## config.mk

```make
export PLATFORM = sky130hd
export DESIGN_NAME = axi_rd_data_return_arbiter
export DESIGN_NICKNAME = d
export VERILOG_FILES = /design/src/rtl/axi_rd_data_return_arbiter.sv
export SDC_FILE = /design/constraint.sdc
export NUM_CORES = 1
export LEC_CHECK = 0
export BUFFER_PORTS_ARGS = -buffer_cell sky130_fd_sc_hd__buf_2
export CAP_MARGIN = 30
export CORE_ASPECT_RATIO = 1.2
export CORE_MARGIN = 5
export CORE_UTILIZATION = 44
export CTS_CLUSTER_DIAMETER = 200
export DETAILED_ROUTE_END_ITERATION = 6
export GPL_ROUTABILITY_DRIVEN = 0
export PLACE_DENSITY = 0.76
export SYNTH_ARGS = -nofsm -noshare
export SYNTH_HDL_FRONTEND = slang
export SYNTH_SLANG_ARGS = --single-unit
export TNS_END_PERCENT = 1
```

## constraint.sdc

```tcl
create_clock -name clk -period 2.5 [get_ports clk]
set_input_delay 0 -clock clk [delete_from_list [all_inputs] [get_ports clk]]
set_output_delay 0 -clock clk [all_outputs]
set_load 0.1 [all_outputs]
```

## src/rtl/axi_rd_data_return_arbiter.sv

```systemverilog
// Round-robin, burst-locked return path from per-slave read-data FIFOs onto one AXI4 R channel.
// A 2-entry output buffer hides the one-cycle FIFO read latency.
module axi_rd_data_return_arbiter #(
  parameter int NUM_SLV    = 4,
  parameter int DATA_WIDTH = 32,
  parameter int ID_WIDTH   = 2,
  parameter int ENTRY_W    = ID_WIDTH + 2 + DATA_WIDTH + 1,
  parameter int SEL_W      = $clog2(NUM_SLV)
) (
  input  logic                       clk,
  input  logic                       rst,
  input  logic [NUM_SLV*ENTRY_W-1:0] fifo_rd_data,
  input  logic [NUM_SLV-1:0]         fifo_rd_empty,
  output logic [NUM_SLV-1:0]         fifo_rd_en,
  output logic [ID_WIDTH-1:0]        m_rid,
  output logic [1:0]                 m_rresp,
  output logic [DATA_WIDTH-1:0]      m_rdata,
  output logic                       m_rlast,
  output logic [SEL_W-1:0]           m_rsel,
  output logic                       m_rvalid,
  input  logic                       m_rready,
  output logic                       busy
);

  localparam logic [0:0] StArb   = 1'b0;
  localparam logic [0:0] StBurst = 1'b1;

  logic [ENTRY_W-1:0] slv_entry [NUM_SLV];

  for (genvar g = 0; g < NUM_SLV; g++) begin : g_split
    assign slv_entry[g] = fifo_rd_data[g*ENTRY_W +: ENTRY_W];
  end

  logic [0:0]         state_q, state_d;
  logic [SEL_W-1:0]   ptr_q, ptr_d;
  logic [SEL_W-1:0]   grant_q, grant_d;
  logic               inflight_q;
  logic [1:0]         count_q, count_d;
  logic [ENTRY_W-1:0] buf_q [2];
  logic [ENTRY_W-1:0] buf_d [2];
  logic [SEL_W-1:0]   sel_q [2];
  logic [SEL_W-1:0]   sel_d [2];

  logic [ENTRY_W-1:0] ret_entry;
  logic               ret_last;
  logic               pop_out;
  logic [2:0]         occ;
  logic               pop_ok;
  logic               wr_hi;

  logic [NUM_SLV-1:0] req;
  logic               found;
  logic [SEL_W-1:0]   winner;
  logic [SEL_W-1:0]   idx;

  assign ret_entry = slv_entry[grant_q];
  assign ret_last  = inflight_q & ret_entry[0];
  assign m_rvalid  = (count_q != 2'd0);
  assign pop_out   = m_rvalid & m_rready;
  // Occupancy after this edge if a pop were not issued; a new pop needs a free slot beyond it.
  assign occ       = {1'b0, count_q} + {2'b0, inflight_q} - {2'b0, pop_out};
  assign pop_ok    = ~rst & (state_q == StBurst) & ~fifo_rd_empty[grant_q] & ~ret_last &
                     (occ < 3'd2);

  always_comb begin
    fifo_rd_en = '0;
    if (pop_ok) fifo_rd_en[grant_q] = 1'b1;
  end

  // Scan from the slot after the last winner so it gets lowest priority.
  always_comb begin
    req    = ~fifo_rd_empty;
    found  = 1'b0;
    winner = ptr_q;
    idx    = '0;
    for (int i = 1; i <= NUM_SLV; i++) begin
      idx = SEL_W'((int'(ptr_q) + i) % NUM_SLV);
      if (!found && req[idx]) begin
        found  = 1'b1;
        winner = idx;
      end
    end
  end

  always_comb begin
    state_d = state_q;
    ptr_d   = ptr_q;
    grant_d = grant_q;
    case (state_q)
      StArb: begin
        if (found) begin
          grant_d = winner;
          ptr_d   = winner;
          state_d = StBurst;
        end
      end
      StBurst: begin
        if (ret_last) state_d = StArb;
      end
    endcase
  end

  always_comb begin
    buf_d   = buf_q;
    sel_d   = sel_q;
    count_d = count_q + {1'b0, inflight_q} - {1'b0, pop_out};
    wr_hi   = ((count_q - {1'b0, pop_out}) != 2'd0);
    if (pop_out) begin
      buf_d[0] = buf_q[1];
      sel_d[0] = sel_q[1];
    end
    if (inflight_q) begin
      buf_d[wr_hi] = ret_entry;
      sel_d[wr_hi] = grant_q;
    end
  end

  always_ff @(posedge clk) begin
    if (rst) begin
      state_q    <= StArb;
      ptr_q      <= SEL_W'(NUM_SLV - 1);
      grant_q    <= '0;
      inflight_q <= 1'b0;
      count_q    <= 2'd0;
      buf_q[0]   <= '0;
      buf_q[1]   <= '0;
      sel_q[0]   <= '0;
      sel_q[1]   <= '0;
    end else begin
      state_q    <= state_d;
      ptr_q      <= ptr_d;
      grant_q    <= grant_d;
      inflight_q <= pop_ok;
      count_q    <= count_d;
      buf_q      <= buf_d;
      sel_q      <= sel_d;
    end
  end

  assign m_rid   = buf_q[0][ENTRY_W-1 -: ID_WIDTH];
  assign m_rresp = buf_q[0][DATA_WIDTH+2 -: 2];
  assign m_rdata = buf_q[0][DATA_WIDTH:1];
  assign m_rlast = buf_q[0][0];
  assign m_rsel  = sel_q[0];
  assign busy    = (state_q == StBurst) | (count_q != 2'd0) | inflight_q;

  count_overflow_a: assert property (@(posedge clk) disable iff (rst)
    (count_q <= 2'd2) && !(inflight_q && !pop_out && (count_q == 2'd2)));

endmodule
```

==> results of run 1 <==
worst reg2reg max path, stage by stage (launching register included):
cell and delay, ns:
dfxtp_2 0.31, or2_4 0.25, nand2_4 0.08, inv_4 0.03, ha_4 0.21, inv_2 0.06
ha_4 0.12, inv_2 0.04, fa_2 0.54, nand3b_1 0.09, or3_4 0.40, inv_1 0.07
final timing paths:
kind	start	end	slack, ns	depth (start not counted)
hold reg to reg	register	register	0.45	2
setup reg to reg	count_q[0]$_SDFF_PP0_	inflight_q$_SDFF_PP0_	0.25	11
hold / removal	fifo_rd_empty[2]	grant_q[0]$_SDFFE_PP0P_	0.05	3
setup / recovery	count_q[0]$_SDFF_PP0_	fifo_rd_en[1]	-0.39	12
cells by family (layout without fill, tap and decap cells):
logic type,count (synthesis),after routing,share of synthesized area (%)
flip-flops,86,86,36.33
XOR/XNOR,1,1,0.1849
buffers and inverters,89,238,10.40
adder cells (fa/ha/maj),3,3,0.9506
multiplexers,77,77,26.30
AND/OR/NAND/NOR,146,146,13.18
AO/OA/AOI/OAI,93,93,12.65
power by group through the flow:
| stage | Clock (uW) | Sequential, uW | Combinational, uW |
|---|---|---|---|
| finish | 1360 | 1700 | 2950 |
| detailed placement | 0 | 1730 | 2920 |
| global placement | 0 | 1720 | 2860 |
| CTS | 1400 | 1700 | 2980 |
| global route | 1460 | 1730 | 3120 |
| floorplan | 0 | 1720 | 2530 |
final cells by class:
| type | count | area [sq um] |
|---|---|---|
| Clock buffer | 13 | 271.5 |
| Sequential cell | 86 | 1729 |
| Fill cell | 937 | 4518 |
| Tap cell | 129 | 161.4 |
| Multi-Input combinational cell | 320 | 2587 |
| Clock inverter | 3 | 40.04 |
| Inverter | 6 | 25.02 |
| Timing Repair Buffer | 216 | 1184 |
cells in the final DEF, fill, tap and decap left out, drive strengths merged, types with 2 or more instances in the layout:
cell type    n
clkbuf      13
o211ai       2
buf        216
nand3b       2
nor4bb       2
inv          6
clkinv       2
or3          2
ha           2
nor3b        2
nor2b        2
mux4        38
nand2       85
a211oi      40
a21oi       44
mux2i       39
dfxtp       86
nor2        43
Yosys cell counts, types with 2 or more instances:
cell type | n | share of area [%]
dfxtp_1 | 86 | 36
nand2_1 | 85 | 6.7
a21oi_1 | 44 | 4.6
nor2_1 | 43 | 3.4
a211oi_1 | 40 | 6.3
mux2i_1 | 39 | 8.2
buf_4 | 38 | 6.0
mux4_2 | 38 | 18
clkbuf_1 | 33 | 2.6
buf_2 | 7 | 0.74
inv_1 | 6 | 0.48
buf_1 | 4 | 0.32
ha_1 | 2 | 0.53
nand3b_1 | 2 | 0.32
nor2b_1 | 2 | 0.26
nor3b_2 | 2 | 0.53
nor4bb_1 | 2 | 0.42
o211ai_1 | 2 | 0.32
stage by stage:
step	power (uW)	area (sq um)	worst slack (ns)	setup TNS, ns	utilization (%)
floorplan	4254	4816	-0.7878	-3.086	-
global placement	4579	5670	-0.02884	-0.05745	53.92
detailed placement	4648	5670	-0.07746	-0.1642	53.92
CTS	6076	5997	-0.4171	-1.469	57.03
global route	6306	5998	-0.4965	-1.819	57.04
finish	6012	5998	-0.3948	-1.426	57.04
per-layer routing:
metal  up-vias  wire length (um)
met5         -                 0
met4         0               154
met3        12               879
met2       135              6443
met1      1969              4672
li1       2019                 -
what timing repair did:
item / in CTS / in global routing
setup buffers: 2 / 0
setup endpoints to repair: 4 / 4
gates resized for setup: 0 / 1
pin swaps: 5 / 1
==> impl_metrics.toml, run 1 <==
[global_route]
grtUsageMet2_pct = 34.17
grt_start_max_net_pins = 86
grtUsageTotal_pct = 18.24
antenna_found_initial = 0
grt_first_pass_wirelength_mm = 19.58
gr-usage-met3_pct = 4.666
grt_pass1_vias = 4219
use_met1_pct = 20.19
gr-total-overflow = 0
grt_busiest_layer = "met2"

[setup_path]
crit_slowest_cell = "fa_2"
crit_path_max_fanout = 5
startpoint_type = "register"
required_ns = 2.50
cp_slowest_stage_delay_ns = 0.54
worst_setup_path_end_kind = "output port"
crit_chain = "or2_4, nand2_4, inv_4, ha_4, inv_2, ha_4, inv_2, fa_2, nand3b_1, or3_4, nor3b_4, buf_12"
worstPathArrival_ns = 2.89
cp_num_buf_inv = 4
critPathKind = "register to output port"
path_delay_family = "simple AND/OR/NAND/NOR gates"

[clocking]
clk_latency_ns = 0.32
cts_made_buffers = 9
cts_sinks = 86
clk_path_buf_depth = 2
holdBufCountCts = 0
clk_pin_slew_worst_paths_ns = 0.06
cts-root-buf = "clkbuf_16"
htreeDepth = 3
cts_tree = "built"

[yosys]
synth_nets = 653
synth-seq-cells = 86
seq_area_frac_synth_pct = 36.33
synth.avg_cell_area_sq_um = 9.572
dominantRegCellSynth = "dfxtp_1"
synthCells = 495
async_flop_share_pct = 0
yosys.cell_types.count = 38
synth_area_sq_um = 4738
synth_edf_count = 0
yosysWarnings = 0

[pwr]
leakagePower_uw = 0.002706
p_sw_share_pct = 44.49
switchingPower_uw = 2675
power_frac_seq_pct = 28.2
intPower_uw = 3338
ir_worst_vdd_mv = 0.5320
power.density_nw_per_um2 = 1002
clkPwrFrac_pct = 22.7
pwr-share-comb_pct = 49.1

[route]
via_count = 4135
drt_iter0_drc = 115
drt-total-wl_mm = 12.15
wire_per_inst_um = 15.72
drcViolationCount = 0
dr.pass1.iters = 5
ant_nets = 0
viasPerCell = 5.349

[run_status]
status = "finished, violations left"
violations = "negative setup slack"

[floorplanning]
start_util_pct = 45.06
io-pin-count = 200
die_w_um = 104.7
fp.dieH_um = 123.7
die-area_sq_um = 12950
rows = 41
core_sq_um = 10520

[sta]
setup_ws_ns = -0.3948
holdWs_ns = 0.04664
timing.final.crit_period_ns = 2.895
slew_viol_final = 0
slew-limit-headroom_pct = 41.62
rsz0062_at_grt = "yes"
setup_violations = 4
worstMarginPinSlew_ns = 0.8758
period_share_pct = 115.8
clock_skew_ns = 0.008469
hold_violations = 0
clock.fmax_ghz = 0.3454

[cells_and_area]
areaGrowthSynthToFinish_pct = 26.59
fin_cells = 773
drive_gt1_share_pct = 44.25
diodes = 0
layout.nets = 797

[flow_run]
drv_cap = 0

[placed_design]
dp_cells = 755
io_buffers = 199
place_hpwl_mm = 9.031

[min_path]
hold_path.class = "primary input to register"
Power figures use the tool's default switching activity.
==> run 2: changes to the inputs <==
--- a/config.mk
+++ b/config.mk
@@ -9,11 +9,11 @@
 export CAP_MARGIN = 30
 export CORE_ASPECT_RATIO = 1.2
 export CORE_MARGIN = 5
-export CORE_UTILIZATION = 44
+export CORE_UTILIZATION = 30
 export CTS_CLUSTER_DIAMETER = 200
 export DETAILED_ROUTE_END_ITERATION = 6
 export GPL_ROUTABILITY_DRIVEN = 0
-export PLACE_DENSITY = 0.76
+export PLACE_DENSITY_LB_ADDON = 0.15
 export SYNTH_ARGS = -nofsm -noshare
 export SYNTH_HDL_FRONTEND = slang
 export SYNTH_SLANG_ARGS = --single-unit
==> run 2 against run 1 <==
  * The run still ends with negative setup slack left
  * Final area increased by 0.73%
  * Non-clock buffer count shrank 4
  * Routed wire length rose by 9.9%
  * Critical path depth unchanged
  * Die area grew 42%
  * Highest routed layer unchanged
  * Final cell count increased by 9.7%
  * Fmax increased by 0.24%
  * Global-route usage down 3.8 points
  * Critical endpoint is now fifo_rd_en[2]
  * Worst setup slack better by 0.0068 ns
==> impl_metrics.toml, run 2 (synthesis gave the netlist of run 1 again) <==
[run_status]
status = "finished, violations left"
violations = "negative setup slack"

[global_route]
grt_start_max_net_pins = 86
grt_first_pass_wirelength_mm = 21.72
antenna_found_initial = 0
grt_pass1_vias = 4311
gr-total-overflow = 0
grtUsageTotal_pct = 14.40

[placed_design]
placed_area_sq_um = 5751
io_buffers = 199
place_hpwl_mm = 9.484
post-place-ws_ns = -0.05903

[sta]
slew_viol_final = 0
setup_tns_ns = -1.430
rsz0062_at_grt = "yes"
clock.fmax_ghz = 0.3463
setup_violations = 4
timing.final.crit_period_ns = 2.888
slew-limit-headroom_pct = 35.34
clock_skew_ns = 0.008671
period_share_pct = 115.5
setup_ws_ns = -0.3880
worstMarginPinSlew_ns = 0.9699
hold_violations = 0

[clocking]
cts-root-buf = "clkbuf_16"
cts_tree = "built"
cts_sinks = 86
clk_path_buf_depth = 2
clk_pin_slew_worst_paths_ns = 0.06
cts_made_buffers = 9
htreeDepth = 3
clk_latency_ns = 0.34

[setup_path]
critPathKind = "register to output port"
crit_path_max_fanout = 5
startpoint_type = "register"
r2r_start = "count_q[0]$_SDFF_PP0_"
worstPathArrival_ns = 2.89
worst_setup_path_end_kind = "output port"
timing.rr.end = "inflight_q$_SDFF_PP0_"
reg2reg_depth = 11
required_ns = 2.50
rrSetupSlack_ns = 0.26

[route]
via_count = 4138
viasPerCell = 4.880
wire_per_inst_um = 15.75
drt_iter0_drc = 154
ant_nets = 0
dr.pass1.iters = 4
drt-total-wl_mm = 13.35
drcViolationCount = 0

[cells_and_area]
utilization_pct = 38.79
diodes = 0
mostFrequentLayoutCells = "195 x buf_2, 83 x nand2_1, 83 x dfxtp_1, 44 x a21oi_1, 42 x nor2_1"
areaGrowthSynthToFinish_pct = 27.52
layout.nets = 793
fin_area_sq_um = 6042
drive_gt1_share_pct = 44.38
n_fill_cell = 1586
final_common_cell = "buf_2"

[min_path]
hold_end = "grant_q[0]$_SDFFE_PP0P_"
hp-start = "fifo_rd_empty[2]"
hold_path.class = "primary input to register"
hold_depth = 3

[floorplanning]
io-pin-count = 200
rows = 50
fp.dieH_um = 147.7
die-area_sq_um = 18420
start_util_pct = 30.42
die_w_um = 124.7
core_sq_um = 15580

[pwr]
ir_worst_vdd_mv = 0.3945
power.density_nw_per_um2 = 976.8
leakagePower_uw = 0.002666

[flow_run]
drv_cap = 0
run 2: cell count changes in the layout (fill, tap and decap cells not counted), sizes merged:
cell and delta:
buf -4, clkbuf -2, clkinvlp +2, bufinv -1, inv +1
run 2: what timing repair did:
item | in CTS | in global routing
resized for setup | 0 | 1
setup buffers | 1 | 0
hold endpoints to repair | 0 | 0
endpoints found under the setup margin | 4 | 4
pin swaps | 3 | 1
hold buffers | 0 | 0
run 2: final cells by class:
class	instances	area, sq um	area share [%]
multi-input combinational	320	2599	43.01
sequential	86	1728	28.60
timing repair buffer	212	1154	19.09
tap	208	260.3	4.307
clock buffer	11	242.7	4.017
clock inverter	5	33.78	0.5591
inverter	6	25.02	0.4142
run 2: worst max-delay path: stages, from the launching register on:
cell and delay [ns]:
dfxtp_1 0.31, or2_4 0.26, nand2_4 0.07, inv_4 0.03
ha_4 0.21, inv_2 0.06, ha_4 0.12, inv_2 0.03
fa_2 0.54, nand3b_1 0.09, or3_4 0.40, nor3b_4 0.23
buf_12 0.20
run 2: metal layers:
layer | GRT usage, % | vias to the layer above | share of wire [%] | wire length [um]
met2 | 24.43 | 141 | 49 | 6489
met1 | 17.71 | 1972 | 43 | 5753
met4 | 4.057 | 0 | 1.0 | 140
met3 | 4.445 | 11 | 7.3 | 970
met5 | 0 | - | 0 | 0
li1 | - | 2014 | - | -
run 2: stage by stage:
| stage | std cells | total power [uW] | hold slack (ns) |
|---|---|---|---|
| after floorplan | 495 | 4254 | 0.3062 |
| after global placement | 831 | 4625 | 0.3699 |
| after detailed placement | 831 | 4664 | 0.3726 |
| after CTS | 848 | 5957 | 0.009240 |
| after global routing | 848 | 6214 | 0.02971 |
| final | 848 | 5902 | 0.03356 |
run 2: worst max-delay path by stage:
stage / from / endpoint / slack (ns) / cells after the start
2_1_floorplan: count_q[1]$_SDFF_PP0_ / fifo_rd_en[1] / -0.79 / 12
3_3_place_gp: count_q[1]$_SDFF_PP0_ / fifo_rd_en[2] / -0.03 / 12
3_5_place_dp: count_q[1]$_SDFF_PP0_ / fifo_rd_en[1] / -0.06 / 12
4_1_cts: count_q[0]$_SDFF_PP0_ / fifo_rd_en[1] / -0.40 / 12
5_1_grt: count_q[0]$_SDFF_PP0_ / fifo_rd_en[2] / -0.51 / 13
6_report: count_q[0]$_SDFF_PP0_ / fifo_rd_en[2] / -0.39 / 12
run 2: power by group:
| part | total (uW) | leakage, uW | switching (uW) | internal, uW |
|---|---|---|---|---|
| logic | 2940 | 0.00184 | 2070 | 877 |
| clock network | 1260 | 0.000132 | 555 | 701 |
| registers | 1700 | 0.000698 | 123 | 1580 |
==> run 3: changes to the inputs <==
--- a/config.mk
+++ b/config.mk
@@ -14,6 +14,8 @@
 export DETAILED_ROUTE_END_ITERATION = 6
 export GPL_ROUTABILITY_DRIVEN = 0
 export PLACE_DENSITY_LB_ADDON = 0.15
+export SKIP_CTS_REPAIR_TIMING = 1
+export SLEW_MARGIN = 30
 export SYNTH_ARGS = -nofsm -noshare
 export SYNTH_HDL_FRONTEND = slang
 export SYNTH_SLANG_ARGS = --single-unit
==> run 3 against run 2 <==
  * Clock power about the same
  * Critical endpoint unchanged
  * The flow still finishes with violations (negative setup slack)
  * First-iteration DRC count up 23%
  * Combinational power about the same
  * Utilization about the same
  * Critical path depth unchanged
  * Register-to-register slack worse by 0.02 ns
  * Worst hold slack worse by 0.0013 ns
  * Die area unchanged
  * Final cell count down 0.12%
==> impl_metrics.toml, run 3 (synthesis gave the netlist of run 1 again) <==
[clocking]
cts_made_buffers = 9
clk_latency_ns = 0.34
cts_tree = "built"
cts_sinks = 86
cts-root-buf = "clkbuf_16"
clk_path_buf_depth = 2
htreeDepth = 3
clk_pin_slew_worst_paths_ns = 0.06

[sta]
setup_ws_ns = -0.4205
clock_skew_ns = 0.008179
slew_viol_final = 0
rsz0062_at_grt = "yes"
setup_violations = 4
setup_tns_ns = -1.504
clock.fmax_ghz = 0.3424
worstMarginPinSlew_ns = 0.9656
timing.final.crit_period_ns = 2.920
slew-limit-headroom_pct = 35.63
period_share_pct = 116.8
hold_violations = 0

[min_path]
hold_depth = 3
hp-start = "fifo_rd_empty[2]"
hold_path.class = "primary input to register"
hold_end = "grant_q[0]$_SDFFE_PP0P_"

[route]
drt-total-wl_mm = 13.37
viasPerCell = 4.900
ant_nets = 0
drcViolationCount = 0
dr.pass1.iters = 4
wire_per_inst_um = 15.78
drt_iter0_drc = 189
via_count = 4150

[run_status]
violations = "negative setup slack"
status = "finished, violations left"

[cells_and_area]
areaGrowthSynthToFinish_pct = 27.38
diodes = 0
n_fill_cell = 1587
utilization_pct = 38.75
multi_input_area_sq_um = 2599
final-seq-area_sq_um = 1729
fin_cells = 847
final_common_cell = "buf_2"
layout.nets = 792
drive_gt1_share_pct = 44.44
fin_area_sq_um = 6036
mostFrequentLayoutCells = "195 x buf_2, 83 x nand2_1, 82 x dfxtp_1, 44 x a21oi_1, 42 x nor2_1"

[flow_run]
drv_cap = 0

[setup_path]
rrSetupSlack_ns = 0.24
r2r_start = "count_q[0]$_SDFF_PP0_"
required_ns = 2.50
startpoint_type = "register"
crit_path_max_fanout = 5
reg2reg_depth = 9
worst_setup_path_end_kind = "output port"
crit_chain = "or2_4, nand2_4, inv_4, ha_4, inv_2, ha_4, inv_2, fa_2, nand3b_1, or3_4, nor3b_4, buf_12"
cp_slowest_stage_delay_ns = 0.52
worstPathArrival_ns = 2.92
crit_slowest_cell = "fa_2"
critPathKind = "register to output port"

[global_route]
antenna_found_initial = 0
grtUsageTotal_pct = 14.39
grt_first_pass_wirelength_mm = 21.69
grt_start_max_net_pins = 86
grt_pass1_vias = 4301
gr-total-overflow = 0

[floorplanning]
io-pin-count = 200
die_w_um = 124.7
start_util_pct = 30.42
die-area_sq_um = 18420
core_sq_um = 15580
fp.dieH_um = 147.7
rows = 50

[placed_design]
io_buffers = 199
placed_area_sq_um = 5751
dp_cells = 831
post-place-ws_ns = -0.05903
place_hpwl_mm = 9.484

[pwr]
power.density_nw_per_um2 = 975.9
leakagePower_uw = 0.002661
ir_worst_vdd_mv = 0.3716
run 3: cell types whose count changed in the layout (fill, tap and decap cells not counted):
cell / change
buf_4: -1
dfxtp_1: -1
dfxtp_2: +1
run 3: per-stage QoR:
| stage | hold WS [ns] | power [uW] |
|---|---|---|
| after floorplan | 0.3062 | 4254 |
| after global routing | 0.02983 | 6199 |
| after global placement | 0.3699 | 4625 |
| after CTS | 0.009240 | 5938 |
| final | 0.03230 | 5890 |
| after detailed placement | 0.3726 | 4664 |
run 3: routing by layer:
layer,vias up,share of wire [%],GRT usage [%]
met5,-,0,0
met4,0,1.1,4.057
met3,13,7.3,4.445
met2,139,49,24.38
met1,1986,43,17.71
li1,2012,-,-
run 3: final cells by class:
type                            instances  share of cell area (%)
Clock buffer                           11                   4.022
Clock inverter                          5                  0.5597
Inverter                                6                  0.4146
Multi-Input combinational cell        320                   43.06
Sequential cell                        86                   28.65
Tap cell                              208                   4.312
Timing Repair Buffer                  211                   18.99
run 3: how the worst max path moves through the flow:
stage                          startpoint            end
floorplan           count_q[1]$_SDFF_PP0_  fifo_rd_en[1]
global placement    count_q[1]$_SDFF_PP0_  fifo_rd_en[2]
detailed placement  count_q[1]$_SDFF_PP0_  fifo_rd_en[1]
CTS                 count_q[1]$_SDFF_PP0_  fifo_rd_en[1]
global route        count_q[0]$_SDFF_PP0_  fifo_rd_en[2]
finish              count_q[0]$_SDFF_PP0_  fifo_rd_en[2]
run 3: power breakdown:
part	leakage, uW	switching, uW	internal [uW]
clock	0.000132	557	701
sequential	0.000698	124	1580
combinational	0.00183	2060	863
total	0.00266	2740	3150
run 3: worst max-delay path, delay by kind of cell (launching register included):
| family | cells | cell delay (ns) |
|---|---|---|
| and+or+nand+nor | 5 | 1.09 |
| DFF | 1 | 0.32 |
| buffers and inverters | 4 | 0.32 |
| adders and majority gates | 3 | 0.85 |
